===== config.mk =====
export PLATFORM = sky130hd
export DESIGN_NAME = memory_arbiter_flat
export DESIGN_NICKNAME = d
export VERILOG_FILES = /design/src/rtl/memory_arbiter_if.sv /design/src/rtl/memory_arbiter.sv /design/src/flat_wrapper.sv
export SDC_FILE = /design/constraint.sdc
export NUM_CORES = 1
export LEC_CHECK = 0
export ABC_AREA = 1
export CORE_ASPECT_RATIO = 1.4
export CORE_MARGIN = 2
export CORE_UTILIZATION = 43
export CTS_CLUSTER_SIZE = 40
export DETAILED_ROUTE_END_ITERATION = 10
export PLACE_DENSITY = 0.92
export SETUP_SLACK_MARGIN = 0.15
export SYNTH_ARGS = -nofsm -noshare
export SYNTH_HDL_FRONTEND = slang
export SYNTH_SLANG_ARGS = --single-unit

===== constraint.sdc =====
create_clock -name clock -period 1.6 [get_ports clock]
set_input_delay 0.24 -clock clock [delete_from_list [all_inputs] [get_ports clock]]
set_output_delay 0.24 -clock clock [all_outputs]
set_load 0.01 [all_outputs]

===== src/rtl/memory_arbiter_if.sv =====
`default_nettype none
//------------------------------------------------------------------------------
// Module  : memory_arbiter_if
// Brief   : Fetch, data and memory buses of memory_arbiter (err only with
//           ARB_TIMEOUT_EN). master = arbiter, slave = core + memory around it.
// Revision: 1.0 - initial release
//------------------------------------------------------------------------------
interface memory_arbiter_if #(
    parameter int ADDR_WIDTH = 32,
    parameter int DATA_WIDTH = 32
);
    logic                  if_req;
    logic [ADDR_WIDTH-1:0] if_addr;
    logic [DATA_WIDTH-1:0] if_rdata;
    logic                  if_valid;

    logic                  dm_req;
    logic                  dm_we;
    logic [ADDR_WIDTH-1:0] dm_addr;
    logic [DATA_WIDTH-1:0] dm_wdata;
    logic [DATA_WIDTH-1:0] dm_rdata;
    logic                  dm_valid;

    logic                  mem_req;
    logic                  mem_we;
    logic [ADDR_WIDTH-1:0] mem_addr;
    logic [DATA_WIDTH-1:0] mem_wdata;
    logic [DATA_WIDTH-1:0] mem_rdata;
    logic                  mem_ready;

    logic                  busy;
    logic                  owner;

`ifdef ARB_TIMEOUT_EN
    logic                  err;

    modport master (
        input  if_req, if_addr,
        input  dm_req, dm_we, dm_addr, dm_wdata,
        input  mem_rdata, mem_ready,
        output if_rdata, if_valid, dm_rdata, dm_valid,
        output mem_req, mem_we, mem_addr, mem_wdata,
        output busy, owner, err
    );

    modport slave (
        output if_req, if_addr,
        output dm_req, dm_we, dm_addr, dm_wdata,
        output mem_rdata, mem_ready,
        input  if_rdata, if_valid, dm_rdata, dm_valid,
        input  mem_req, mem_we, mem_addr, mem_wdata,
        input  busy, owner, err
    );
`else
    modport master (
        input  if_req, if_addr,
        input  dm_req, dm_we, dm_addr, dm_wdata,
        input  mem_rdata, mem_ready,
        output if_rdata, if_valid, dm_rdata, dm_valid,
        output mem_req, mem_we, mem_addr, mem_wdata,
        output busy, owner
    );

    modport slave (
        output if_req, if_addr,
        output dm_req, dm_we, dm_addr, dm_wdata,
        output mem_rdata, mem_ready,
        input  if_rdata, if_valid, dm_rdata, dm_valid,
        input  mem_req, mem_we, mem_addr, mem_wdata,
        input  busy, owner
    );
`endif
endinterface
`default_nettype wire


===== src/rtl/memory_arbiter.sv =====
`default_nettype none
//------------------------------------------------------------------------------
// Module  : memory_arbiter
// Brief   : Shares one single-port memory between fetch and data requesters;
//           data has priority, fetch has a starvation guard.
//           Define ARB_TIMEOUT_EN to add a BUSY watchdog and the err output.
// Revision: 1.0 - initial release
//------------------------------------------------------------------------------
module memory_arbiter #(
    parameter int ADDR_WIDTH     = 32,
    parameter int DATA_WIDTH     = 32,
    parameter int STARVE_LIMIT   = 4,
    parameter int TIMEOUT_CYCLES = 16
) (
    input  wire              clock,
    input  wire              reset,
    memory_arbiter_if.master bus
);

    localparam int                    c_STARVE_W   = $clog2(STARVE_LIMIT + 1);
    localparam logic [c_STARVE_W-1:0] c_STARVE_MAX = c_STARVE_W'(STARVE_LIMIT);
    localparam logic [c_STARVE_W-1:0] c_STARVE_ONE = c_STARVE_W'(1);

    localparam logic [1:0] c_ST_IDLE = 2'd0;
    localparam logic [1:0] c_ST_BUSY = 2'd1;
    localparam logic [1:0] c_ST_DONE = 2'd2;

    if (STARVE_LIMIT < 1 || TIMEOUT_CYCLES < 1) begin : g_param_check
        $error("memory_arbiter: STARVE_LIMIT and TIMEOUT_CYCLES must be >= 1");
    end

    logic [1:0]            r_state;
    logic [1:0]            w_state_next;
    logic [c_STARVE_W-1:0] r_starve;
    logic                  r_owner;
    logic                  r_mem_we;
    logic [ADDR_WIDTH-1:0] r_mem_addr;
    logic [DATA_WIDTH-1:0] r_mem_wdata;
    logic [DATA_WIDTH-1:0] r_if_rdata;
    logic [DATA_WIDTH-1:0] r_dm_rdata;

    logic                  w_grant;
    logic                  w_grant_fetch;
    logic                  w_complete;
    logic                  w_timeout;
    logic                  w_mem_req;
    logic                  w_if_valid;
    logic                  w_dm_valid;
    logic                  w_busy;
    logic [DATA_WIDTH-1:0] w_read_data;

    // Fetch wins when alone, or once data has been favoured STARVE_LIMIT times in a row.
    assign w_grant_fetch = bus.if_req && (!bus.dm_req || (r_starve == c_STARVE_MAX));

    always_ff @(posedge clock) begin
        if (!reset) begin
            r_state <= c_ST_IDLE;
        end else begin
            r_state <= w_state_next;
        end
    end

    always_comb begin
        w_state_next = r_state;
        w_grant      = 1'b0;
        w_complete   = 1'b0;
        w_mem_req    = 1'b0;
        w_if_valid   = 1'b0;
        w_dm_valid   = 1'b0;
        w_busy       = 1'b1;
        case (r_state)
            c_ST_IDLE: begin
                w_busy = 1'b0;
                if (bus.if_req || bus.dm_req) begin
                    w_grant      = 1'b1;
                    w_state_next = c_ST_BUSY;
                end
            end
            c_ST_BUSY: begin
                w_mem_req = 1'b1;
                if (bus.mem_ready || w_timeout) begin
                    w_complete   = 1'b1;
                    w_state_next = c_ST_DONE;
                end
            end
            c_ST_DONE: begin
                w_if_valid   = ~r_owner;
                w_dm_valid   = r_owner;
                w_state_next = c_ST_IDLE;
            end
            default: begin
                w_state_next = c_ST_IDLE;
            end
        endcase
    end

    always_ff @(posedge clock) begin
        if (!reset) begin
            r_starve    <= '0;
            r_owner     <= 1'b0;
            r_mem_we    <= 1'b0;
            r_mem_addr  <= '0;
            r_mem_wdata <= '0;
            r_if_rdata  <= '0;
            r_dm_rdata  <= '0;
        end else begin
            if (w_grant) begin
                r_owner <= ~w_grant_fetch;
                if (w_grant_fetch) begin
                    r_mem_addr <= bus.if_addr;
                    r_mem_we   <= 1'b0;
                end else begin
                    r_mem_addr  <= bus.dm_addr;
                    r_mem_we    <= bus.dm_we;
                    r_mem_wdata <= bus.dm_wdata;
                end
                // Only a data grant that made a waiting fetch wait again counts.
                if (w_grant_fetch || !bus.if_req) begin
                    r_starve <= '0;
                end else if (r_starve != c_STARVE_MAX) begin
                    r_starve <= r_starve + c_STARVE_ONE;
                end
            end
            if (w_complete && !r_mem_we) begin
                if (r_owner) begin
                    r_dm_rdata <= w_read_data;
                end else begin
                    r_if_rdata <= w_read_data;
                end
            end
        end
    end

`ifdef ARB_TIMEOUT_EN
    localparam int                  c_WDOG_W    = $clog2(TIMEOUT_CYCLES + 1);
    localparam logic [c_WDOG_W-1:0] c_WDOG_LAST = c_WDOG_W'(TIMEOUT_CYCLES - 1);
    localparam logic [c_WDOG_W-1:0] c_WDOG_ONE  = c_WDOG_W'(1);

    logic [c_WDOG_W-1:0] r_wdog;
    logic                r_err;

    // r_wdog holds the number of BUSY cycles already completed for this access.
    assign w_timeout   = !bus.mem_ready && (r_wdog == c_WDOG_LAST);
    assign w_read_data = w_timeout ? DATA_WIDTH'(32'hDEADBEEF) : bus.mem_rdata;

    always_ff @(posedge clock) begin
        if (!reset) begin
            r_wdog <= '0;
            r_err  <= 1'b0;
        end else begin
            if (w_grant) begin
                r_wdog <= '0;
            end else if (r_state == c_ST_BUSY && r_wdog != c_WDOG_LAST) begin
                r_wdog <= r_wdog + c_WDOG_ONE;
            end
            if (w_complete) begin
                r_err <= w_timeout;
            end else if (r_state == c_ST_DONE) begin
                r_err <= 1'b0;
            end
        end
    end

    assign bus.err = r_err;
`else
    assign w_timeout   = 1'b0;
    assign w_read_data = bus.mem_rdata;
`endif

    assign bus.mem_req   = w_mem_req;
    assign bus.mem_we    = r_mem_we;
    assign bus.mem_addr  = r_mem_addr;
    assign bus.mem_wdata = r_mem_wdata;
    assign bus.if_valid  = w_if_valid;
    assign bus.if_rdata  = r_if_rdata;
    assign bus.dm_valid  = w_dm_valid;
    assign bus.dm_rdata  = r_dm_rdata;
    assign bus.busy      = w_busy;
    assign bus.owner     = r_owner;

endmodule
`default_nettype wire


===== src/flat_wrapper.sv =====
// flat-port wrapper written by rule: the top's interface ports become plain ports
module memory_arbiter_flat 
#(
    parameter int ADDR_WIDTH     = 32,
    parameter int DATA_WIDTH     = 32,
    parameter int STARVE_LIMIT   = 4,
    parameter int TIMEOUT_CYCLES = 16
)
  (clock, reset, bus_if_req, bus_if_addr, bus_dm_req, bus_dm_we, bus_dm_addr, bus_dm_wdata, bus_mem_rdata, bus_mem_ready, bus_if_rdata, bus_if_valid, bus_dm_rdata, bus_dm_valid, bus_mem_req, bus_mem_we, bus_mem_addr, bus_mem_wdata, bus_busy, bus_owner);
  memory_arbiter_if #(.ADDR_WIDTH(ADDR_WIDTH), .DATA_WIDTH(DATA_WIDTH)) bus_i ();
  input  wire clock;
  input  wire reset;
  input wire logic [$bits(bus_i.if_req)-1:0] bus_if_req;
  input wire logic [$bits(bus_i.if_addr)-1:0] bus_if_addr;
  input wire logic [$bits(bus_i.dm_req)-1:0] bus_dm_req;
  input wire logic [$bits(bus_i.dm_we)-1:0] bus_dm_we;
  input wire logic [$bits(bus_i.dm_addr)-1:0] bus_dm_addr;
  input wire logic [$bits(bus_i.dm_wdata)-1:0] bus_dm_wdata;
  input wire logic [$bits(bus_i.mem_rdata)-1:0] bus_mem_rdata;
  input wire logic [$bits(bus_i.mem_ready)-1:0] bus_mem_ready;
  output wire logic [$bits(bus_i.if_rdata)-1:0] bus_if_rdata;
  output wire logic [$bits(bus_i.if_valid)-1:0] bus_if_valid;
  output wire logic [$bits(bus_i.dm_rdata)-1:0] bus_dm_rdata;
  output wire logic [$bits(bus_i.dm_valid)-1:0] bus_dm_valid;
  output wire logic [$bits(bus_i.mem_req)-1:0] bus_mem_req;
  output wire logic [$bits(bus_i.mem_we)-1:0] bus_mem_we;
  output wire logic [$bits(bus_i.mem_addr)-1:0] bus_mem_addr;
  output wire logic [$bits(bus_i.mem_wdata)-1:0] bus_mem_wdata;
  output wire logic [$bits(bus_i.busy)-1:0] bus_busy;
  output wire logic [$bits(bus_i.owner)-1:0] bus_owner;
  assign bus_i.if_req = bus_if_req;
  assign bus_i.if_addr = bus_if_addr;
  assign bus_i.dm_req = bus_dm_req;
  assign bus_i.dm_we = bus_dm_we;
  assign bus_i.dm_addr = bus_dm_addr;
  assign bus_i.dm_wdata = bus_dm_wdata;
  assign bus_i.mem_rdata = bus_mem_rdata;
  assign bus_i.mem_ready = bus_mem_ready;
  assign bus_if_rdata = bus_i.if_rdata;
  assign bus_if_valid = bus_i.if_valid;
  assign bus_dm_rdata = bus_i.dm_rdata;
  assign bus_dm_valid = bus_i.dm_valid;
  assign bus_mem_req = bus_i.mem_req;
  assign bus_mem_we = bus_i.mem_we;
  assign bus_mem_addr = bus_i.mem_addr;
  assign bus_mem_wdata = bus_i.mem_wdata;
  assign bus_busy = bus_i.busy;
  assign bus_owner = bus_i.owner;
  memory_arbiter #(.ADDR_WIDTH(ADDR_WIDTH), .DATA_WIDTH(DATA_WIDTH), .STARVE_LIMIT(STARVE_LIMIT), .TIMEOUT_CYCLES(TIMEOUT_CYCLES)) u_core (.clock(clock), .reset(reset), .bus(bus_i));
endmodule

==> results of run 1 <==
==> path summary, 6_finish.rpt <==
| check | startpoint | to | slack (ns) | depth (start not counted) |
|---|---|---|---|---|
| min | reset | u_core.bus.mem_wdata[28]$_SDFFE_PN0P_ | 0.12 | 3 |
| max reg2reg | u_core.r_starve[0]$_SDFFE_PN0P_ | u_core.bus.mem_wdata[9]$_SDFFE_PN0P_ | 0.18 | 10 |
| min reg2reg | u_core.bus.mem_wdata[3]$_SDFFE_PN0P_ | u_core.bus.mem_wdata[3]$_SDFFE_PN0P_ | 0.47 | 2 |
| max | bus_dm_req | u_core.bus.mem_wdata[27]$_SDFFE_PN0P_ | 0.14 | 8 |
==> registers in the layout, summed over array words and instances, names as in the netlist <==
name and count:
u_core.r_starve 3, u_core.bus.if_rdata 32, u_core.r_state 2, u_core.bus.mem_addr 32, u_core.bus.mem_we 1, u_core.bus.dm_rdata 32
u_core.bus.owner 1, u_core.bus.mem_wdata 32
==> cells in the final DEF, fill, tap and decap left out, types with 2 or more instances in the layout <==
cell type | synthesis | layout
dfxtp_1 | 135 | 129
buf_8 | 0 | 2
nand4_1 | 2 | 2
inv_2 | 4 | 6
nand3_1 | 164 | 163
dlygate4sd2_1 | 0 | 129
clkdlybuf4s15_2 | 0 | 2
nand2_2 | 0 | 5
clkinvlp_4 | 0 | 4
nor2_2 | 2 | 6
nand2_1 | 237 | 227
clkbuf_16 | 0 | 22
buf_2 | 30 | 2
buf_6 | 0 | 4
buf_16 | 0 | 4
buf_12 | 0 | 15
inv_6 | 0 | 5
a21oi_1 | 4 | 4
clkinv_4 | 0 | 2
clkinv_2 | 0 | 2
clkdlybuf4s50_1 | 0 | 132
buf_4 | 6 | 19
dfxtp_4 | 0 | 2
dfxtp_2 | 0 | 4
inv_1 | 230 | 227
nor2_4 | 0 | 2
bufinv_16 | 0 | 2
o21ai_0 | 2 | 2
nor2_1 | 199 | 193
nand2_4 | 0 | 5
==> kinds of logic after synthesis <==
| kind of cell | count (synthesis) | share of synthesized area |
|---|---|---|
| buffers and inverters | 296 | 0.182 |
| DFF | 135 | 0.421 |
| AOI/OAI and AO/OA | 7 | 0.00545 |
| and+or+nand+nor | 606 | 0.388 |
| adders and majority gates | 2 | 0.00389 |
==> worst reg2reg max path, cell delays in order, from the launching register on <==
cell and delay, ns:
dfxtp_2 0.33, inv_2 0.05, ha_4 0.15, nand2_2 0.08
nand2_4 0.06, nand2_4 0.11, buf_12 0.16, clkbuf_16 0.17
nand3_1 0.08, nand2_1 0.08, nor2_1 0.06
==> power by group through the flow <==
stage | combinational (mW) | clock (mW) | sequential, mW
2_1_floorplan | 0.963 | 0 | 3.97
3_3_place_gp | 2.22 | 0 | 3.85
3_5_place_dp | 2.28 | 0 | 3.86
4_1_cts | 2.23 | 3.95 | 3.79
5_1_grt | 2.61 | 4.12 | 3.82
6_report | 2.39 | 3.91 | 3.79
==> stage by stage <==
stage          setup WS [ns]  total power, mW  instances  area, µm²  hold slack, ns
5_1_grt               0.0942             10.5       1521      10300           0.115
2_1_floorplan          0.141             4.94       1046       6430           0.401
4_1_cts               0.0388             9.97       1508      10100           0.112
3_3_place_gp          -0.109             6.07       1466       9400           0.449
3_5_place_dp          -0.191             6.14       1466       9400           0.457
6_report               0.137             10.1       1521      10300           0.123
==> area by class of cell <==
class,count,area share
Timing Repair Buffer,315,0.316
Inverter,235,0.0861
Clock buffer,19,0.0428
Multi-Input combinational cell,615,0.256
Clock inverter,13,0.0140
Tap cell,189,0.0228
Sequential cell,135,0.262
==> routing by layer <==
metal | share of wire | track usage | vias to the layer above
li1 | - | - | 3604
met1 | 0.36 | 0.247 | 3229
met2 | 0.51 | 0.457 | 345
met3 | 0.078 | 0.0679 | 76
met4 | 0.053 | 0.145 | 0
met5 | 0 | 0 | -
==> repair_timing <==
action / in CTS / in global routing
pin swaps: 1 / 7
setup buffers: 6 / 7
gates resized for setup: 170 / 31
cloned: 4 / 6
endpoints found under the setup margin: 225 / 101
==> flow_summary.json, run 1 <==
{
  "drive_gt1_frac": 0.0901,
  "power.internal_mw": 7.17,
  "tns_ns": 0,
  "yosysWarnings": 0,
  "period_share": 0.914,
  "pwr-share-comb": 0.237,
  "grt_max_degree": 55,
  "status": "finished clean",
  "seq_area_frac_synth": 0.421,
  "synth_cells": 1046,
  "async_flop_share": 0,
  "area_growth_pct": 61.1,
  "rsz0062_at_grt": "yes",
  "clk_pin_slew_ns": 0.06,
  "drt_first_pass_iters": 5,
  "cts_tree": "built",
  "max-slew-margin-rel": 0.706,
  "crit_buf_inv": 3,
  "ys_seq_elements": 135,
  "p_per_area_mw_per_mm2": 975,
  "synth_largest_area_cell": "dfxtp_1",
  "cp_top_family": "buffers and inverters",
  "port_buffers": 267,
  "antenna_found_initial": 0,
  "layout_min_cycle_time_ns": 1.46,
  "grt_first_pass_wirelength_um": 31500,
  "gp_congestion": 0.846,
  "cellLeakagePower_nw": 5.66,
  "first_global_vias": 6836,
  "seq_power_share": 0.376,
  "finalClockSkew_ns": 0.00929,
  "cp_data_arrival_time_ns": 1.77,
  "overflow": 0,
  "die_w_um": 107,
  "hold_violations": 0,
  "report.final.slew_viol_count": 0,
  "finish.utilization": 0.713,
  "insertion_delay_ns": 0.41,
  "vias_per_cell": 4.77,
  "final-setup-viol-count": 0,
  "peakVddDrop_mv": 0.646,
  "clkPwrFrac": 0.387,
  "cts_sinks": 135,
  "critPathKind": "primary input to flop",
  "cts_root_buf": "clkbuf_16",
  "fin_nets": 1455,
  "wl_per_cell_um": 14.0,
  "swShare": 0.290,
  "hold_buffers": 0,
  "multiInputGateArea_mm2": 0.00265,
  "die_h_um": 149,
  "ys_top_cells_by_area": "dfxtp_1, nand2_1, inv_1, nand3_1, nor2_1",
  "path_cells": "clkdlybuf4s50_1 -> nor2_1 -> nor2_4 -> buf_12 -> buf_12 -> nand3_1 -> nand2_1 -> nor2_1",
  "regArea_mm2": 0.00272,
  "synth_nets": 1182,
  "startpoint_type": "primary input",
  "yosysTopAreaCellShare": 0.421,
  "cpPeakStageDelay_ns": 0.64,
  "syn_area_mm2": 0.00643,
  "yosysUniqueCellTypes": 18,
  "power_switching_mw": 2.92,
  "grtUsageTotal": 0.249,
  "core_mm2": 0.0145,
  "initial_utilization": 0.443,
  "synth_top_flop_cell": "dfxtp_1",
  "row_count": 52,
  "die_area_mm2": 0.0160,
  "fill_cells": 1162,
  "ant_nets": 0,
  "worst_pin_slew_ns": 0.440,
  "routed_wl_um": 21400,
  "syn_area_per_cell_um2": 6.14,
  "cp_max_fo": 31,
  "htreeDepth": 4,
  "synth_edf_count": 0,
  "num_antenna_cells": 0,
  "maxCapViolCount": 0,
  "cp.required_ns": 1.90,
  "fmax_ghz": 0.683,
  "synth.most_common_cell": "nand2_1",
  "critPathSlowestCell": "clkdlybuf4s50_1",
  "worst_setup_path_end_kind": "flop",
  "io_pins": 268,
  "numCtsBuffers": 17,
  "ys_top_cells_by_count": "nand2_1, inv_1, nor2_1",
  "dp_hpwl_um": 13800,
  "drtIter0Drc": 299,
  "cts_buffer_depth": 2,
  "num_vias": 7254,
  "drc": 0,
  "hold_class": "primary input to flop"
}
Note: power is estimated with default switching activity, not from simulation.
==> inputs of run 2 (changes only) <==
CORE_MARGIN = 4   (was 2)
HOLD_SLACK_MARGIN = 0.12   (was unset)
==> flow_summary.json, run 2 (synthesis results as in run 1) <==
{
  "cellLeakagePower_nw": 5.68,
  "grt_first_pass_wirelength_um": 33100,
  "fmax_ghz": 0.642,
  "htreeDepth": 4,
  "drc": 0,
  "die_w_um": 111,
  "hold_class": "primary input to flop",
  "cp_data_arrival_time_ns": 1.89,
  "crit_buf_inv": 5,
  "layout_min_cycle_time_ns": 1.56,
  "fin_nets": 1455,
  "gp_congestion": 0.838,
  "core_mm2": 0.0146,
  "startpoint_type": "primary input",
  "finalClockSkew_ns": 0.0109,
  "routed_wl_um": 22500,
  "io_pins": 268,
  "period_share": 0.974,
  "fin_area_mm2": 0.0104,
  "hold_violations": 0,
  "grt_max_degree": 66,
  "cp_top_family": "buffers and inverters",
  "drive_gt1_frac": 0.101,
  "critPathKind": "primary input to flop",
  "holdWs_ns": 0.208,
  "dp_cells": 1469,
  "cts_buffer_depth": 2,
  "cp.depth": 10,
  "initial_utilization": 0.441,
  "min_to": "u_core.bus.mem_wdata[21]$_SDFFE_PN0P_",
  "cp_max_fo": 8,
  "first_global_vias": 6955,
  "place_area_mm2": 0.00937,
  "port_buffers": 267,
  "worst_pin_slew_ns": 0.364,
  "layout_commonest_cell": "nand2_1",
  "grtUsageTotal": 0.237,
  "regArea_mm2": 0.00271,
  "finalWorstSetupSlack_ns": 0.0419,
  "min_path_cells": 3,
  "maxCapViolCount": 0,
  "ant_nets": 0,
  "totalPowerFinal_mw": 10.5,
  "drtIter0Drc": 391,
  "hold_start": "reset",
  "ff2ff_path_depth": 10,
  "insertion_delay_ns": 0.41,
  "die_h_um": 153,
  "num_antenna_cells": 0,
  "hold_buffers": 0,
  "vias_per_cell": 4.82,
  "dp_hpwl_um": 14700,
  "multiInputGateArea_mm2": 0.00274,
  "r2r-start": "u_core.r_state[1]$_SDFFE_PN0P_",
  "r2r-end": "u_core.bus.mem_wdata[2]$_SDFFE_PN0P_",
  "antenna_found_initial": 0,
  "die_area_mm2": 0.0170,
  "row_count": 52,
  "report.final.slew_viol_count": 0,
  "drt_first_pass_iters": 5,
  "area_growth_pct": 61.5,
  "cp.required_ns": 1.93,
  "stdcell_count": 1521,
  "max-slew-margin-rel": 0.757,
  "cts_tree": "built",
  "worst_setup_path_end_kind": "flop",
  "p_per_area_mw_per_mm2": 1010,
  "status": "finished clean",
  "wl_per_cell_um": 14.8,
  "overflow": 0,
  "cts_root_buf": "clkbuf_16",
  "cpPeakStageDelay_ns": 0.61,
  "cts_sinks": 135,
  "layout_common_cells": "nand2_1, inv_1, nor2_1, nand3_1, clkdlybuf4s50_1",
  "critPathSlowestCell": "clkdlybuf4s50_1",
  "clk_pin_slew_ns": 0.07,
  "num_vias": 7334,
  "path_cells": "clkdlybuf4s50_1 -> nor2_1 -> nor2_4 -> buf_4 -> nand2_4 -> inv_6 -> buf_6 -> clkbuf_16 -> nor2_4 -> nor2_1",
  "numCtsBuffers": 17,
  "pre_cts_ws_ns": -0.150,
  "rsz0062_at_grt": "yes",
  "peakVddDrop_mv": 0.745,
  "fill_cells": 1128,
  "final-setup-viol-count": 0,
  "r2r_slack_ns": 0.08
}
[run 2: repair_timing]
item / 4_1_cts / 5_1_grt
gates resized for setup: 161 / 63
setup buffers: 6 / 6
gates cloned: 3 / 5
setup endpoints to repair: 209 / 80
pin swaps: 3 / 10
[run 2: how the worst max path moves through the flow]
| stage | to | from | slack [ns] |
|---|---|---|---|
| final | u_core.bus.mem_wdata[2]$_SDFFE_PN0P_ | bus_dm_req | 0.04 |
| after global routing | u_core.bus.mem_wdata[2]$_SDFFE_PN0P_ | u_core.r_state[1]$_SDFFE_PN0P_ | 0.03 |
| after CTS | bus_busy | u_core.r_state[1]$_SDFFE_PN0P_ | 0.07 |
| after detailed placement | u_core.bus.mem_addr[8]$_SDFFE_PN0P_ | bus_dm_req | -0.15 |
| after global placement | u_core.bus.mem_addr[13]$_SDFFE_PN0P_ | bus_if_req | -0.09 |
| after floorplan | u_core.bus.mem_wdata[10]$_SDFFE_PN0P_ | u_core.r_starve[0]$_SDFFE_PN0P_ | 0.14 |
[run 2: layer usage]
layer  GRT usage  routed length, µm
met1       0.240               8080
met2       0.439              11700
met3      0.0636               1540
met4       0.125               1200
met5           0                  0
[run 2: final cells by class]
class	instances	share of cell area
flip-flops and latches	135	0.261
clock buffers	19	0.0436
multi-input cells	615	0.264
inverters	235	0.0855
clock inverters	13	0.0186
well taps	189	0.0228
repair buffers	315	0.305
[run 2: power breakdown]
group	switching (mW)	total (mW)	internal [mW]
logic	1.26	2.40	1.14
registers	0.161	3.80	3.64
clock network	1.53	4.25	2.71
total	2.96	10.5	7.50
[run 2: metrics by stage]
step	utilization	setup TNS, ns
after floorplan	-	0
after global placement	0.643	-2.98
after detailed placement	0.643	-6.74
after CTS	0.687	0
after global routing	0.712	0
final	0.712	0
[run 2: worst register-to-register path, cell delays in order (launching register included)]
cell and delay, ns:
dfxtp_2 0.33, inv_2 0.10, nand2_4 0.09, nor2_4 0.14, buf_4 0.15, nand2_4 0.07
inv_6 0.09, buf_6 0.13, clkbuf_16 0.18, nor2_4 0.04, nor2_1 0.14
==> inputs of run 3 (changes only) <==
CORE_UTILIZATION = 23   (was 43)
HOLD_SLACK_MARGIN = unset   (was 0.12)
PLACE_DENSITY = 0.59   (was 0.92)
==> flow_summary.json, run 3 (synthesis results as in run 1) <==
{
  "die_h_um": 206,
  "row_count": 72,
  "fmax_ghz": 0.677,
  "rsz0062_at_grt": "yes",
  "vias_per_cell": 4.07,
  "grt_max_degree": 65,
  "regArea_mm2": 0.00271,
  "antenna_found_initial": 1,
  "clk_pin_slew_ns": 0.06,
  "drtIter0Drc": 245,
  "cp.required_ns": 1.92,
  "gp_congestion": 0.771,
  "fin_nets": 1460,
  "dp_hpwl_um": 15700,
  "p_per_area_mw_per_mm2": 967,
  "cts_sinks": 135,
  "hold_violations": 0,
  "ant_nets": 0,
  "die_area_mm2": 0.0307,
  "routed_wl_um": 23900,
  "cp_data_arrival_time_ns": 1.79,
  "r2r_slack_ns": 0.12,
  "period_share": 0.923,
  "fill_cells": 2945,
  "initial_utilization": 0.233,
  "numCtsBuffers": 17,
  "die_w_um": 149,
  "stdcell_count": 1706,
  "worst_setup_path_end_kind": "flop",
  "cellLeakagePower_nw": 5.80,
  "io_pins": 268,
  "layout_min_cycle_time_ns": 1.48,
  "cts_tree": "built",
  "max-slew-margin-rel": 0.671,
  "insertion_delay_ns": 0.41,
  "startpoint_type": "flop",
  "port_buffers": 267,
  "finish.utilization": 0.397,
  "htreeDepth": 4,
  "report.final.slew_viol_count": 0,
  "status": "finished clean",
  "cp_max_fo": 6,
  "wl_per_cell_um": 14.0,
  "finalClockSkew_ns": 0.00368,
  "layout_common_cells": "inv_1, nand2_1, nor2_1, clkdlybuf4s50_1, dlygate4sd2_1",
  "cts_buffer_depth": 2,
  "peakVddDrop_mv": 0.669,
  "grtUsageTotal": 0.144,
  "area_growth_pct": 70.4,
  "grt_first_pass_wirelength_um": 34400,
  "layout_commonest_cell": "inv_1",
  "hold_class": "primary input to flop",
  "cts_root_buf": "clkbuf_16",
  "drc": 0,
  "maxCapViolCount": 0,
  "drive_gt1_frac": 0.130,
  "multiInputGateArea_mm2": 0.00294,
  "overflow": 0,
  "hold_buffers": 0,
  "num_vias": 6941,
  "first_global_vias": 6527,
  "worst_pin_slew_ns": 0.493,
  "drt_first_pass_iters": 5,
  "core_mm2": 0.0276,
  "critPathKind": "flop to flop",
  "totalPowerFinal_mw": 10.6,
  "tns_ns": 0,
  "final-setup-viol-count": 0,
  "dp_cells": 1647
}
-- run 3: cell count changes in the layout (fill, tap and decap cells not counted), moves of 5 or more --
cell / previous run / this run
nand3_1: 158 / 121
nand3_2: 5 / 40
nor2_1: 180 / 195
nand2_1: 230 / 216
nor2_2: 13 / 3
nand2_2: 2 / 11
nand2_4: 5 / 10
nor2_4: 8 / 3
-- run 3: critical path, cell delays in order, from the launching register on --
cell and delay [ns]:
dfxtp_2 0.33, inv_2 0.07, ha_4 0.14, nand2_4 0.05, nand2_4 0.07, nand2_4 0.06
buf_8 0.15, buf_6 0.13, clkbuf_16 0.17, nand2_2 0.06, nand3_2 0.06, nand2_1 0.07
inv_1 0.03
-- run 3: path summary, 6_finish.rpt --
kind / to / startpoint / depth (start not counted)
worst max-delay path: u_core.bus.mem_addr[2]$_SDFFE_PN0P_ / u_core.r_starve[0]$_SDFFE_PN0P_ / 12
worst min-delay path: u_core.bus.mem_wdata[20]$_SDFFE_PN0P_ / reset / 3
worst max register to register: u_core.bus.mem_addr[2]$_SDFFE_PN0P_ / u_core.r_starve[0]$_SDFFE_PN0P_ / 12
worst min register to register: u_core.bus.mem_wdata[30]$_SDFFE_PN0P_ / u_core.bus.mem_wdata[30]$_SDFFE_PN0P_ / 2
-- run 3: through the flow --
step | setup WS [ns] | instance area, µm² | hold slack, ns
after floorplan | 0.141 | 6430 | 0.401
after global placement | -0.155 | 9570 | 0.449
after global routing | 0.0521 | 11000 | 0.142
after detailed placement | -0.184 | 9570 | 0.456
after CTS | 0.0280 | 10500 | 0.135
final | 0.124 | 11000 | 0.165
-- run 3: what timing repair did --
action,4_1_cts,5_1_grt
gates cloned,7,5
setup endpoints to repair,227,103
gates resized for setup,183,95
buffers inserted,13,4
pin swaps,8,54
-- run 3: metal layers --
layer / track usage / part of all wire / up-vias
li1: - / - / 3609
met1: 0.160 / 0.39 / 3095
met2: 0.261 / 0.52 / 205
met3: 0.0372 / 0.059 / 32
met4: 0.0576 / 0.028 / 0
met5: 0 / 0 / -
-- run 3: area by class of cell --
type	count	share of cell area
Inverter	235	0.0809
Sequential cell	135	0.248
Timing Repair Buffer	320	0.302
Antenna cell	1	0.000228
Clock buffer	22	0.0433
Multi-Input combinational cell	615	0.268
Clock inverter	8	0.0155
Tap cell	370	0.0423
-- run 3: power breakdown --
| part | leakage, nW | total, mW | internal [mW] | switching [mW] |
|---|---|---|---|---|
| registers | 1.11 | 3.79 | 3.64 | 0.143 |
| clock network | 0.308 | 4.37 | 2.87 | 1.49 |
| logic | 4.38 | 2.44 | 1.17 | 1.27 |
